==> config.mk <==
export PLATFORM = sky130hd
export DESIGN_NAME = core_mem_arbiter
export DESIGN_NICKNAME = d
export VERILOG_FILES = /design/src/rtl/core_mem_arbiter.sv
export SDC_FILE = /design/constraint.sdc
export NUM_CORES = 1
export LEC_CHECK = 0
export BUFFER_PORTS_ARGS = -buffer_cell sky130_fd_sc_hd__buf_2
export CORE_AREA = 2 2 480 482
export CTS_BUF_LIST = sky130_fd_sc_hd__clkbuf_8 sky130_fd_sc_hd__clkbuf_16
export CTS_CLUSTER_SIZE = 16
export DETAILED_ROUTE_END_ITERATION = 12
export DIE_AREA = 0 0 482 484
export GPL_ROUTABILITY_DRIVEN = 0
export SYNTH_ARGS = -nofsm -noshare
export SYNTH_HDL_FRONTEND = slang
export SYNTH_SLANG_ARGS = --single-unit
==> constraint.sdc <==
create_clock -name clk -period 12.3 [get_ports clk]
set_input_delay 2.46 -clock clk [delete_from_list [all_inputs] [get_ports clk]]
set_output_delay 2.46 -clock clk [all_outputs]
set_load 0.03 [all_outputs]
==> src/rtl/core_mem_arbiter.sv <==
`default_nettype none
// ============================================================================
//  Module      : core_mem_arbiter
//  Description : Registered, handshaked arbiter placing N core memory
//                requests onto one device port. Round-robin or fixed
//                priority, optional burst lock, response timeout and
//                per-core ack/err routing.
//  Revision    : 1.0 - initial release
// ============================================================================
module core_mem_arbiter #(
    parameter int NUM_CORES      = 16,
    parameter int ADDR_W         = 32,
    parameter int DATA_W         = 32,
    parameter int ARB_MODE       = 0,
    parameter int MAX_BURST      = 4,
    parameter int TIMEOUT_CYCLES = 255
) (
    input  logic                          clk,
    input  logic                          reset,
    input  logic [NUM_CORES-1:0]          core_req,
    input  logic [NUM_CORES-1:0]          core_we,
    input  logic [NUM_CORES-1:0]          core_lock,
    input  logic [NUM_CORES*ADDR_W-1:0]   core_addr,
    input  logic [NUM_CORES*DATA_W-1:0]   core_wdata,
    output logic [NUM_CORES-1:0]          core_ack,
    output logic [NUM_CORES-1:0]          core_err,
    output logic [DATA_W-1:0]             core_rdata,
    output logic [ADDR_W-1:0]             device_addr,
    output logic                          device_read_en,
    output logic                          device_write_en,
    output logic [DATA_W-1:0]             device_data_out,
    input  logic [DATA_W-1:0]             device_data_in,
    input  logic                          device_ready,
    output logic [$clog2(NUM_CORES)-1:0]  device_core_id,
    output logic                          busy
);

    localparam int c_ID_W = $clog2(NUM_CORES);
    localparam int c_BC_W = (MAX_BURST > 1) ? $clog2(MAX_BURST) : 1;
    localparam int c_WC_W = (TIMEOUT_CYCLES > 1) ? $clog2(TIMEOUT_CYCLES) : 1;

    localparam logic [c_BC_W-1:0]    c_BURST_LAST = c_BC_W'(MAX_BURST - 1);
    localparam logic [c_WC_W-1:0]    c_WAIT_LAST  = c_WC_W'(TIMEOUT_CYCLES - 1);
    localparam logic [NUM_CORES-1:0] c_ONE        = NUM_CORES'(1);

    typedef enum logic [1:0] {
        S_IDLE  = 2'd0,
        S_ISSUE = 2'd1,
        S_WAIT  = 2'd2,
        S_RESP  = 2'd3
    } state_t;

    state_t                 r_state;
    state_t                 w_next_state;

    logic [c_ID_W-1:0]      r_id;
    logic [c_ID_W-1:0]      r_rr_ptr;
    logic                   r_lock_valid;
    logic [c_BC_W-1:0]      r_burst_cnt;
    logic [c_WC_W-1:0]      r_wait_cnt;

    logic [NUM_CORES-1:0]   r_ack;
    logic [NUM_CORES-1:0]   r_err;
    logic [DATA_W-1:0]      r_rdata;
    logic [ADDR_W-1:0]      r_addr;
    logic [DATA_W-1:0]      r_wdata;
    logic                   r_rd_en;
    logic                   r_wr_en;

    logic                   w_lock_hit;
    logic                   w_win_valid;
    logic [c_ID_W-1:0]      w_win_id;
    logic                   w_win_we;
    logic [ADDR_W-1:0]      w_win_addr;
    logic [DATA_W-1:0]      w_win_data;
    logic                   w_timeout;
    logic [NUM_CORES-1:0]   w_id_onehot;

    // A held lock only counts while the locking core still requests
    assign w_lock_hit  = r_lock_valid && core_req[r_id];
    assign w_timeout   = (TIMEOUT_CYCLES != 0) && (r_wait_cnt == c_WAIT_LAST);
    assign w_id_onehot = c_ONE << r_id;

    // Winner selection: lock holder first, then round-robin or lowest index
    always_comb begin
        w_win_valid = 1'b0;
        w_win_id    = '0;
        if (w_lock_hit) begin
            w_win_valid = 1'b1;
            w_win_id    = r_id;
        end else if (ARB_MODE == 0) begin
            for (int i = 1; i <= NUM_CORES; i++) begin
                if (!w_win_valid && core_req[c_ID_W'((int'(r_rr_ptr) + i) % NUM_CORES)]) begin
                    w_win_valid = 1'b1;
                    w_win_id    = c_ID_W'((int'(r_rr_ptr) + i) % NUM_CORES);
                end
            end
        end else begin
            for (int i = NUM_CORES - 1; i >= 0; i--) begin
                if (core_req[i]) begin
                    w_win_valid = 1'b1;
                    w_win_id    = c_ID_W'(i);
                end
            end
        end
    end

    // Fetch the winning core's transaction fields
    always_comb begin
        w_win_we   = 1'b0;
        w_win_addr = '0;
        w_win_data = '0;
        for (int i = 0; i < NUM_CORES; i++) begin
            if (w_win_id == c_ID_W'(i)) begin
                w_win_we   = core_we[i];
                w_win_addr = core_addr[i*ADDR_W +: ADDR_W];
                w_win_data = core_wdata[i*DATA_W +: DATA_W];
            end
        end
    end

    // Next-state decode
    always_comb begin
        w_next_state = r_state;
        unique case (r_state)
            S_IDLE:  if (w_win_valid) w_next_state = S_ISSUE;
            S_ISSUE: w_next_state = S_WAIT;
            S_WAIT:  if (device_ready || w_timeout) w_next_state = S_RESP;
            S_RESP:  w_next_state = S_IDLE;
            default: w_next_state = S_IDLE;
        endcase
    end

    // State register
    always_ff @(posedge clk) begin
        if (reset) r_state <= S_IDLE;
        else       r_state <= w_next_state;
    end

    // Transaction datapath, strobes, acks and burst-lock bookkeeping
    always_ff @(posedge clk) begin
        if (reset) begin
            r_id         <= '0;
            r_rr_ptr     <= c_ID_W'(NUM_CORES - 1);
            r_lock_valid <= 1'b0;
            r_burst_cnt  <= '0;
            r_wait_cnt   <= '0;
            r_ack        <= '0;
            r_err        <= '0;
            r_rdata      <= '0;
            r_addr       <= '0;
            r_wdata      <= '0;
            r_rd_en      <= 1'b0;
            r_wr_en      <= 1'b0;
        end else begin
            // Strobes and acks are single-cycle pulses
            r_rd_en <= 1'b0;
            r_wr_en <= 1'b0;
            r_ack   <= '0;
            r_err   <= '0;
            unique case (r_state)
                S_IDLE: begin
                    if (w_win_valid) begin
                        r_id     <= w_win_id;
                        r_rr_ptr <= w_win_id;
                        r_addr   <= w_win_addr;
                        r_wdata  <= w_win_data;
                        r_rd_en  <= ~w_win_we;
                        r_wr_en  <= w_win_we;
                        // A fresh (non-lock) grant starts a new burst
                        if (!w_lock_hit) begin
                            r_lock_valid <= 1'b0;
                            r_burst_cnt  <= '0;
                        end
                    end
                end
                S_ISSUE: begin
                    r_wait_cnt <= '0;
                end
                S_WAIT: begin
                    if (device_ready) begin
                        r_rdata <= device_data_in;
                        r_ack   <= w_id_onehot;
                    end else if (w_timeout) begin
                        r_rdata <= '1;
                        r_ack   <= w_id_onehot;
                        r_err   <= w_id_onehot;
                    end else begin
                        r_wait_cnt <= r_wait_cnt + c_WC_W'(1);
                    end
                end
                S_RESP: begin
                    // A timed-out transaction never extends a burst
                    if (core_lock[r_id] && !(|r_err) && (r_burst_cnt < c_BURST_LAST)) begin
                        r_lock_valid <= 1'b1;
                        r_burst_cnt  <= r_burst_cnt + c_BC_W'(1);
                    end else begin
                        r_lock_valid <= 1'b0;
                        r_burst_cnt  <= '0;
                    end
                end
                default: ;
            endcase
        end
    end

    assign core_ack        = r_ack;
    assign core_err        = r_err;
    assign core_rdata      = r_rdata;
    assign device_addr     = r_addr;
    assign device_data_out = r_wdata;
    assign device_read_en  = r_rd_en;
    assign device_write_en = r_wr_en;
    assign device_core_id  = r_id;
    assign busy            = (r_state != S_IDLE);

endmodule
`default_nettype wire

# Word level (Yosys, flattened, before mapping)
# Cells that the tools add are included.
[classes] n_addsub=18 mul=0 div=0 n_lt_le_gt_ge=18 n_eq_ne=24 n_shift=1 n_mux=167 n_bitwise=4 reduce_logical=50
[ops] op="$mux 32" count=34
[ops] op="$lt 4x6->1 const B" count=16
[ops] op="$mux 1" count=85
[ops] op="$bmux 1 s4" count=18
[ops] op="$mux 4" count=17
[ops] op="$add 4x4->4 const B" count=8
[ops] op="$eq 4x4->1 const B" count=8
[ops] op="$mux 16" count=2
[ops] op="$logic_and 1x1->1" count=18
[ops] op="$add 4x3->4 const B" count=4
[ops] op="$eq 4x3->1 const B" count=4
[ops] op="$logic_not 1->1" count=16
[ops] op="$mux 8" count=2
[ops] op="$pmux 8 s2" count=1
[ops] op="$reduce_or 16->1" count=1
[ops] op="$shl 1x4->16 const A" count=1
[ops] op="$mux 2" count=5
[ops] op="$ne 2x2->1 const B" count=5
[ops] op="$add 4x1->4 const B" count=2
[ops] op="$add 4x2->4 const B" count=2
[ops] op="$add 8x1->8 const B" count=1
[ops] op="$eq 4x2->1 const B" count=2
[ops] op="$eq 8x8->1 const B" count=1
[ops] op="$pmux 2 s4" count=1
[ops] op="17 further kinds" count=28
[word_totals] register_bits=151 latchBits=0 ramBits=0 rom_bits=0 output_inout_bits=135 n_memories=0

# Depth between registers and ports, before layout
# Gate-level depths: netlist of run 1.
[logic_depth] word_depth=84 mapped_depth=25

# Least setup slack after synthesis of run 1
# Ideal clock, no wire load.
[synth_timing] path_kind="in2reg" start="input core_req[13]" end="register r_wdata[21], in the netlist device_data_out[21]" arrival_time_ps=6868 path_slack_ps=5331 path_stages=14 n_path_buf=2 path_cell_list="mux4_2 mux4_2 or3_1 nor4_4 nand4_2 or3b_1 buf_2 a311oi_2 nand3_1 nor4_4 clkbuf_1 a32oi_1 a311o_1 o41ai_1"
[synth_via] elab_chain_len=82
[synth_rtl] element="from (decl)" line_no="20" text="input logic [NUM_CORES-1:0] core_req,"
[synth_rtl] element="$bmux 1 s4" line_no="93" text="if (!w_win_valid && core_req[c_ID_W'((int'(r_rr_ptr) + i) % NUM_CORES)]) begin"
[synth_rtl] element="$mux 1 (not written as such) (2 in a row)" line_no="93"
[synth_rtl] element="$mux 1" line_no="93"
[synth_rtl] element="$mux 1" line_no="88" text="if (w_lock_hit) begin"
[synth_rtl] element="$logic_not 1->1" line_no="93"
[synth_rtl] element="$logic_and 1x1->1" line_no="93"
[synth_rtl] element="$mux 1" line_no="93"
[synth_rtl] element="$mux 1" line_no="88"
[synth_rtl] element="[50 not listed]"
[synth_rtl] element="$mux 1" line_no="93"
[synth_rtl] element="$mux 1" line_no="88"
[synth_rtl] element="$logic_not 1->1" line_no="93"
[synth_rtl] element="$logic_and 1x1->1" line_no="93"
[synth_rtl] element="$mux 4" line_no="93"
[synth_rtl] element="$mux 4" line_no="88"
[synth_rtl] element="$logic_not 4->1" line_no="114" text="if (w_win_id == c_ID_W'(i)) begin"
[synth_rtl] element="$mux 32 (16 in a row)" line_no="114"
[synth_rtl] element="to (signal assigned)" line_no="167" text="r_wdata <= w_win_data;"
[synth_rtl] element="to (decl)" line_no="66" text="logic [DATA_W-1:0] r_wdata;"
# Several ways; a longest one is shown, not always the timed one. The select of a mux whose other input is x is not followed.
# A chain may end at the register's enable or synchronous reset.

# Worst setup path in the final report of run 1
[layout_timing] start="input core_req[13]" end="register r_wdata[13], in the netlist device_data_out[13]"
# Same word-level chain as after synthesis.

==> flow_summary_export.csv, run 1 <==
group,metric,value,unit
clocking,ctsHoldBuffers,0,
critical_path,r2r_start,"r_rr_ptr[0]",
clocking,post-cts-setup-buffers,0,
placed_design,place_ws,2.04,ns
sta,tightest_slew,1.44,ns
synthesis,yosys_warnings,0,
die,fp-row-count,176,
routing,final_antenna_net_count,0,
layout,final_area,0.0286,mm^2
synthesis,synth_cell_types,90,
critical_path,worstSetupStartpoint,"core_req[13]",
critical_path,crit_arrival,9.96,ns
sta,period_share,77.5,%
synthesis,synth_common_cells,"nand2_1, nor2_1, a21oi_1",
sta,slew_violations,0,
run_status,status,"finished clean",
job,cap_violations,0,
critical_path,crit_end,"device_data_out[13]",
die,dieArea,0.233,mm^2
placed_design,dpl_cell_area,0.0275,mm^2
sta,slew_headroom,3.71,%
global_routing,antenna_found_initial,308,
routing,wire_per_inst,35.9,um
clocking,cts_buffer_depth,2,
synthesis,synth_top_cell_area_share,17.1,%
die,start_util,7.75,%
global_routing,grt_max_degree,59,
synthesis,ys_seq_area_share,17.1,%
critical_path,r2r-end,"device_data_out[13]",
synthesis,yosysMostFrequentCell,"nand2_1",
layout,fillerInstances,26800,
routing,vias_per_cell,4.20,
synthesis,yosysTopAreaCell,"dfxtp_1",
clocking,clk_pin_slew,0.09,ns
die,fp.dieH,484,um
synthesis,synth-simple-area-share,24.4,%
synthesis,synth.area.top_cells,"dfxtp_1, nand2_1, mux2i_1",
sta,worst_slack,2.77,ns
routing,drt_iter0_drc,3164,
synthesis,synth_top_family_by_area,"compound AO/OA/AOI/OAI gates",
synthesis,async_flop_share,0,%
sta,tns,0,ns
critical_path,reg2reg_depth,16,
critical_path,path_max_fanout,24,
global_routing,track_usage,19.8,%
placed_design,hpwl,207000,um
synthesis,synthesis.instances,2491,
critical_path,critical_path_class,"primary input to register",
synthesis,avgSynthCellArea,7.11,um^2
critical_path,crit_path_start_kind,"primary input",
clocking,worstSkewPairLatency,0.54,ns
clocking,cts_resized,0,
sta,setup_viol,0,
global_routing,grt_pass1_wl,295000,um
die,die_w,482,um
synthesis,synthAdderAreaFrac,1.06,%
synthesis,syn-cell-area,0.0177,mm^2
synthesis,synth_xor_area_share,0.643,%
layout,final_nets,4720,
critical_path,reg2reg_slack,2.89,ns
layout,multi_input_area,0.0137,mm^2
layout,seq_area,0.00302,mm^2
layout,drive_gt1_share,41.9,%
layout,postLayoutCoreUtil,12.5,%
clocking,cts-root-buf,"clkbuf_16",
routing,drt-total-wl,244000,um
clocking,clock_sinks,151,
min_path,hp-class,"register to register",
routing,drc,0,
critical_path,required,12.73,ns
routing,routed-via-count,28500,
sta,period_minus_slack,9.53,ns
synthesis,muxShareOfSynthArea,12.5,%
die,core,0.229,mm^2
clocking,cts_buffers,17,
die,boundaryPins,1242,
synthesis,synth-compound-area-share,36.5,%
clocking,htree_levels,4,
synthesis,syn_nets,3613,
synthesis,ys.flop_type,"dfxtp_1",
synthesis,synth_edf_count,0,
sta,rsz0062_at_grt,"false",
placed_design,place.port_buffers,1241,
layout,layout-area-overhead-vs-synth,61.4,%
critical_path,endpoint_kind,"register",
clocking,tritoncts,"yes",
synthesis,ys_ff_latch,151,
global_routing,overflow,0,
sta,hold_viol,0,
global_routing,grt_pass1_vias,26000,
sta,max_freq,105,MHz
routing,drtPass1Iterations,7,
sta,clock_skew,0.0245,ns
[kinds of logic after synthesis]
kind of cell / Yosys count
AOI/OAI and AO/OA: 924
xor gates and xnor gates: 13
adders and majority gates: 15
buffers and inverters: 267
DFF: 151
muxes: 168
and+or+nand+nor: 953
[routing by layer]
metal  global-route usage, %  up-vias  share of wire [%]
li1                        -    11900                  -
met1                    22.8    13400                 38
met2                    30.1     2341                 42
met3                    10.6      682                 14
met4                    8.85      182                5.6
met5                       0        -               0.50
[registers in the layout, summed over array words and instances (netlist names)]
register	cells
r_state	2
r_wait_cnt	8
device_core_id	4
r_lock_valid	1
device_write_en	1
r_rr_ptr	4
core_rdata	32
core_ack	16
device_data_out	32
device_addr	32
device_read_en	1
core_err	16
r_burst_cnt	2
[worst max-delay path: stages]
cell     delay [ns]
buf_2          0.16
mux4_2         0.55
mux4_2         0.54
or3_1          0.47
nor4_4         0.53
nand4_2        0.31
or3b_1         0.56
a311o_2        0.66
a21oi_4        0.76
nand4_1        1.07
nand2_2        0.80
buf_4          0.49
a21o_1         0.16
o21ai_0        0.11
a21oi_1        0.23
[layout by cell type, fill, tap and decap left out, drive strengths merged, types with 14 or more instances in the layout]
master | netlist | routed
diode | 0 | 159
a2bb2oi | 16 | 16
a211o | 17 | 17
and3 | 45 | 45
or3 | 54 | 54
inv | 27 | 33
dfxtp | 151 | 151
a211oi | 29 | 29
o221ai | 22 | 22
o21ai | 185 | 185
o21a | 21 | 21
nor3 | 103 | 103
o22ai | 50 | 50
a22oi | 56 | 56
mux4 | 41 | 41
o22a | 33 | 33
a221oi | 36 | 36
a32o | 14 | 14
nand3 | 107 | 107
nand2 | 304 | 304
mux2 | 22 | 22
mux2i | 105 | 105
a22o | 28 | 28
a21o | 27 | 27
buf | 80 | 1327
o2bb2ai | 26 | 26
clkbuf | 143 | 18
a31oi | 14 | 14
nor2 | 276 | 276
a2111oi | 32 | 32
ha | 15 | 15
a21oi | 191 | 191
o31ai | 43 | 43
[final cells by class]
| type | count | share of cell area [%] |
|---|---|---|
| diodes | 159 | 1.39 |
| clock buffers | 18 | 1.54 |
| clock inverters | 14 | 0.718 |
| inverters | 28 | 0.368 |
| multi-input cells | 2073 | 48.0 |
| flip-flops and latches | 151 | 10.6 |
| well taps | 3026 | 13.2 |
| repair buffers | 1327 | 24.1 |
[through the flow]
stage	hold WS (ns)	cells
after floorplan	0.427	2491
after global placement	0.454	6605
after detailed placement	0.458	6605
after CTS	0.481	6637
after global routing	0.506	6720
final	0.476	6796
[worst min path at each step]
stage / start / end / slack, ns / depth (start not counted)
3_3_place_gp: device_data_out[31] / device_data_out[31] / 0.45 / 2
6_report: device_data_out[31] / device_data_out[31] / 0.48 / 2
5_1_grt: device_data_out[31] / device_data_out[31] / 0.51 / 2
3_5_place_dp: device_data_out[31] / device_data_out[31] / 0.46 / 2
2_1_floorplan: r_lock_valid / r_lock_valid / 0.43 / 2
4_1_cts: device_data_out[31] / device_data_out[31] / 0.48 / 2
Power of run 1 is not shown: default switching activity piles up to over one toggle a cycle in this logic, so the estimate is an artifact.
==> inputs of run 2 (changes only) <==
--- a/config.mk
+++ b/config.mk
@@ -6,11 +6,11 @@
 export NUM_CORES = 1
 export LEC_CHECK = 0
 export BUFFER_PORTS_ARGS = -buffer_cell sky130_fd_sc_hd__buf_2
-export CORE_AREA = 2 2 480 482
+export CORE_AREA = 2 2 482 484
 export CTS_BUF_LIST = sky130_fd_sc_hd__clkbuf_8 sky130_fd_sc_hd__clkbuf_16
 export CTS_CLUSTER_SIZE = 16
 export DETAILED_ROUTE_END_ITERATION = 12
-export DIE_AREA = 0 0 482 484
+export DIE_AREA = 0 0 484 486
 export GPL_ROUTABILITY_DRIVEN = 0
 export SYNTH_ARGS = -nofsm -noshare
 export SYNTH_HDL_FRONTEND = slang
==> constraint.sdc (replaced) <==
create_clock -name clk -period 9.7 [get_ports clk]
set_input_delay 1.94 -clock clk [delete_from_list [all_inputs] [get_ports clk]]
set_output_delay 1.94 -clock clk [all_outputs]
set_load 0.03 [all_outputs]
==> run 2 against run 1 <==
- the run now ends with capacitance limit left
- final cell count increased by 0.16%
- critical path type is now register to register
- critical path depth increased by 2
- global-route usage increased by 0.55 points
- count of clock-buffer cells in the layout decreased by 1
- non-clock buffer count increased by 24
- die area increased by 0.83%
- clock skew increased by 0.012 ns
- worst hold slack improved by 0.016 ns
==> flow_summary_export.csv, run 2 (synthesis gave the netlist of run 1 again) <==
group,metric,value,unit
clocking,cts-root-buf,"clkbuf_16",
layout,layout-area-overhead-vs-synth,62.9,%
clocking,clock_sinks,151,
critical_path,crit_path_start_kind,"register",
sta,hold_viol,0,
clocking,post-cts-setup-buffers,0,
critical_path,required,10.13,ns
sta,rsz0062_at_grt,"false",
sta,period_minus_slack,8.86,ns
placed_design,place.port_buffers,1241,
critical_path,path_max_fanout,37,
sta,clock_skew,0.0365,ns
global_routing,overflow,0,
critical_path,r2r_start,"r_rr_ptr[1]",
min_path,min_from,"r_lock_valid",
run_status,status,"finished, violations left",
die,start_util,7.72,%
critical_path,reg2reg_depth,17,
clocking,worstSkewPairLatency,0.55,ns
routing,drt-total-wl,251000,um
critical_path,slowest_delay,0.86,ns
global_routing,antenna_found_initial,293,
critical_path,cp_cell_sequence,"buf_4 -> inv_1 -> ha_1 -> mux4_2 -> mux4_2 -> nor3_1 -> nand4_2 -> or3b_1 -> a311oi_4 -> buf_12 -> buf_4 -> nand2_1 -> a21oi_1 -> a21oi_1 -> o21ai_0 -> a221oi_1 -> o41ai_1",
critical_path,critical_path_class,"register to register",
critical_path,cpMaxStageDelayCell,"o21ai_0",
critical_path,reg2reg_slack,0.84,ns
die,boundaryPins,1242,
global_routing,grt_busiest_layer,"met2",
sta,fin_hold_ws,0.492,ns
critical_path,crit_arrival,9.30,ns
min_path,hold_depth,2,
sta,slew_headroom,1.06,%
sta,tns,0,ns
routing,vias_per_cell,4.20,
routing,routed-via-count,28600,
die,dieArea,0.235,mm^2
sta,max_freq,113,MHz
sta,period_share,91.4,%
global_routing,use_met1,23.2,%
min_path,hp-class,"register to register",
layout,drive_gt1_share,42.2,%
layout,final_common_cell,"buf_2",
global_routing,grt_pass1_wl,305000,um
clocking,ctsHoldBuffers,0,
routing,drtPass1Iterations,6,
global_routing,grt_use_met2,31.8,%
min_path,min_to,"r_lock_valid",
routing,drt_iter0_drc,3391,
die,fp.dieH,486,um
critical_path,r2r-end,"device_data_out[21]",
clocking,cts_resized,0,
routing,drc,0,
layout,final_cell_mix,"buf_2, nand2_1, nor2_1, a21oi_1, o21ai_0",
clocking,cts_buffers,17,
routing,wire_per_inst,36.9,um
global_routing,track_usage,20.4,%
clocking,clk_pin_slew,0.12,ns
sta,setup_viol,0,
clocking,tritoncts,"yes",
die,core,0.229,mm^2
die,fp-row-count,176,
job,cap_violations,1,
routing,final_antenna_net_count,0,
layout,final_nets,4744,
run_status,violations,"capacitance limit",
clocking,cts_buffer_depth,2,
global_routing,grt.met3_usage,10.1,%
sta,slew_violations,0,
placed_design,hpwl,215000,um
critical_path,endpoint_kind,"register",
layout,fillerInstances,27000,
global_routing,grt_pass1_vias,26300,
clocking,htree_levels,4,
die,die_w,484,um
global_routing,grt_max_degree,64,
sta,tightest_slew,1.46,ns
-- run 2: metrics by stage --
stage	setup slack, ns	utilization (%)	cell area [um^2]	std cells
2_1_floorplan	3.25	-	17700	2491
3_3_place_gp	0.735	12.1	27900	6629
3_5_place_dp	0.733	12.1	27900	6629
4_1_cts	1.00	12.4	28500	6661
5_1_grt	0.739	12.5	28700	6752
6_report	0.838	12.6	28900	6807
-- run 2: how the worst max path moves through the flow --
stage / startpoint / end / slack, ns / depth (start not counted)
floorplan: core_req[13] / device_data_out[21] / 3.25 / 14
CTS: r_rr_ptr[1] / device_addr[14] / 1.00 / 16
global route: r_rr_ptr[1] / device_data_out[21] / 0.74 / 17
global placement: core_req[9] / device_addr[14] / 0.73 / 15
detailed placement: core_req[9] / device_addr[14] / 0.73 / 15
finish: r_rr_ptr[1] / device_data_out[21] / 0.84 / 17
-- run 2: layer usage --
layer  vias up  share of wire (%)
met3       665                 13
met5         -               0.44
met1     13400                 37
met4       164                5.0
met2      2436                 44
li1      11900                  -
-- run 2: area by class of cell --
class                   count  area [um^2]  area share, %
diodes                    146          365           1.27
inverters                  28          105          0.364
clock inverters            15          198          0.685
repair buffers           1351         7170           24.8
flip-flops and latches    151         3020           10.5
well taps                3026         3790           13.1
clock buffers              17          425           1.47
multi-input cells        2073        13800           47.8
-- run 2: critical path, delay by kind of cell, from the launching register on --
family | cells | cell delay (ns)
mux | 2 | 1.32
buf+inv | 4 | 1.43
simple gates | 4 | 1.88
flops | 1 | 0.33
compound gates | 6 | 2.74
fa+ha+maj | 1 | 0.80
Power of run 2 is left out for the same reason.
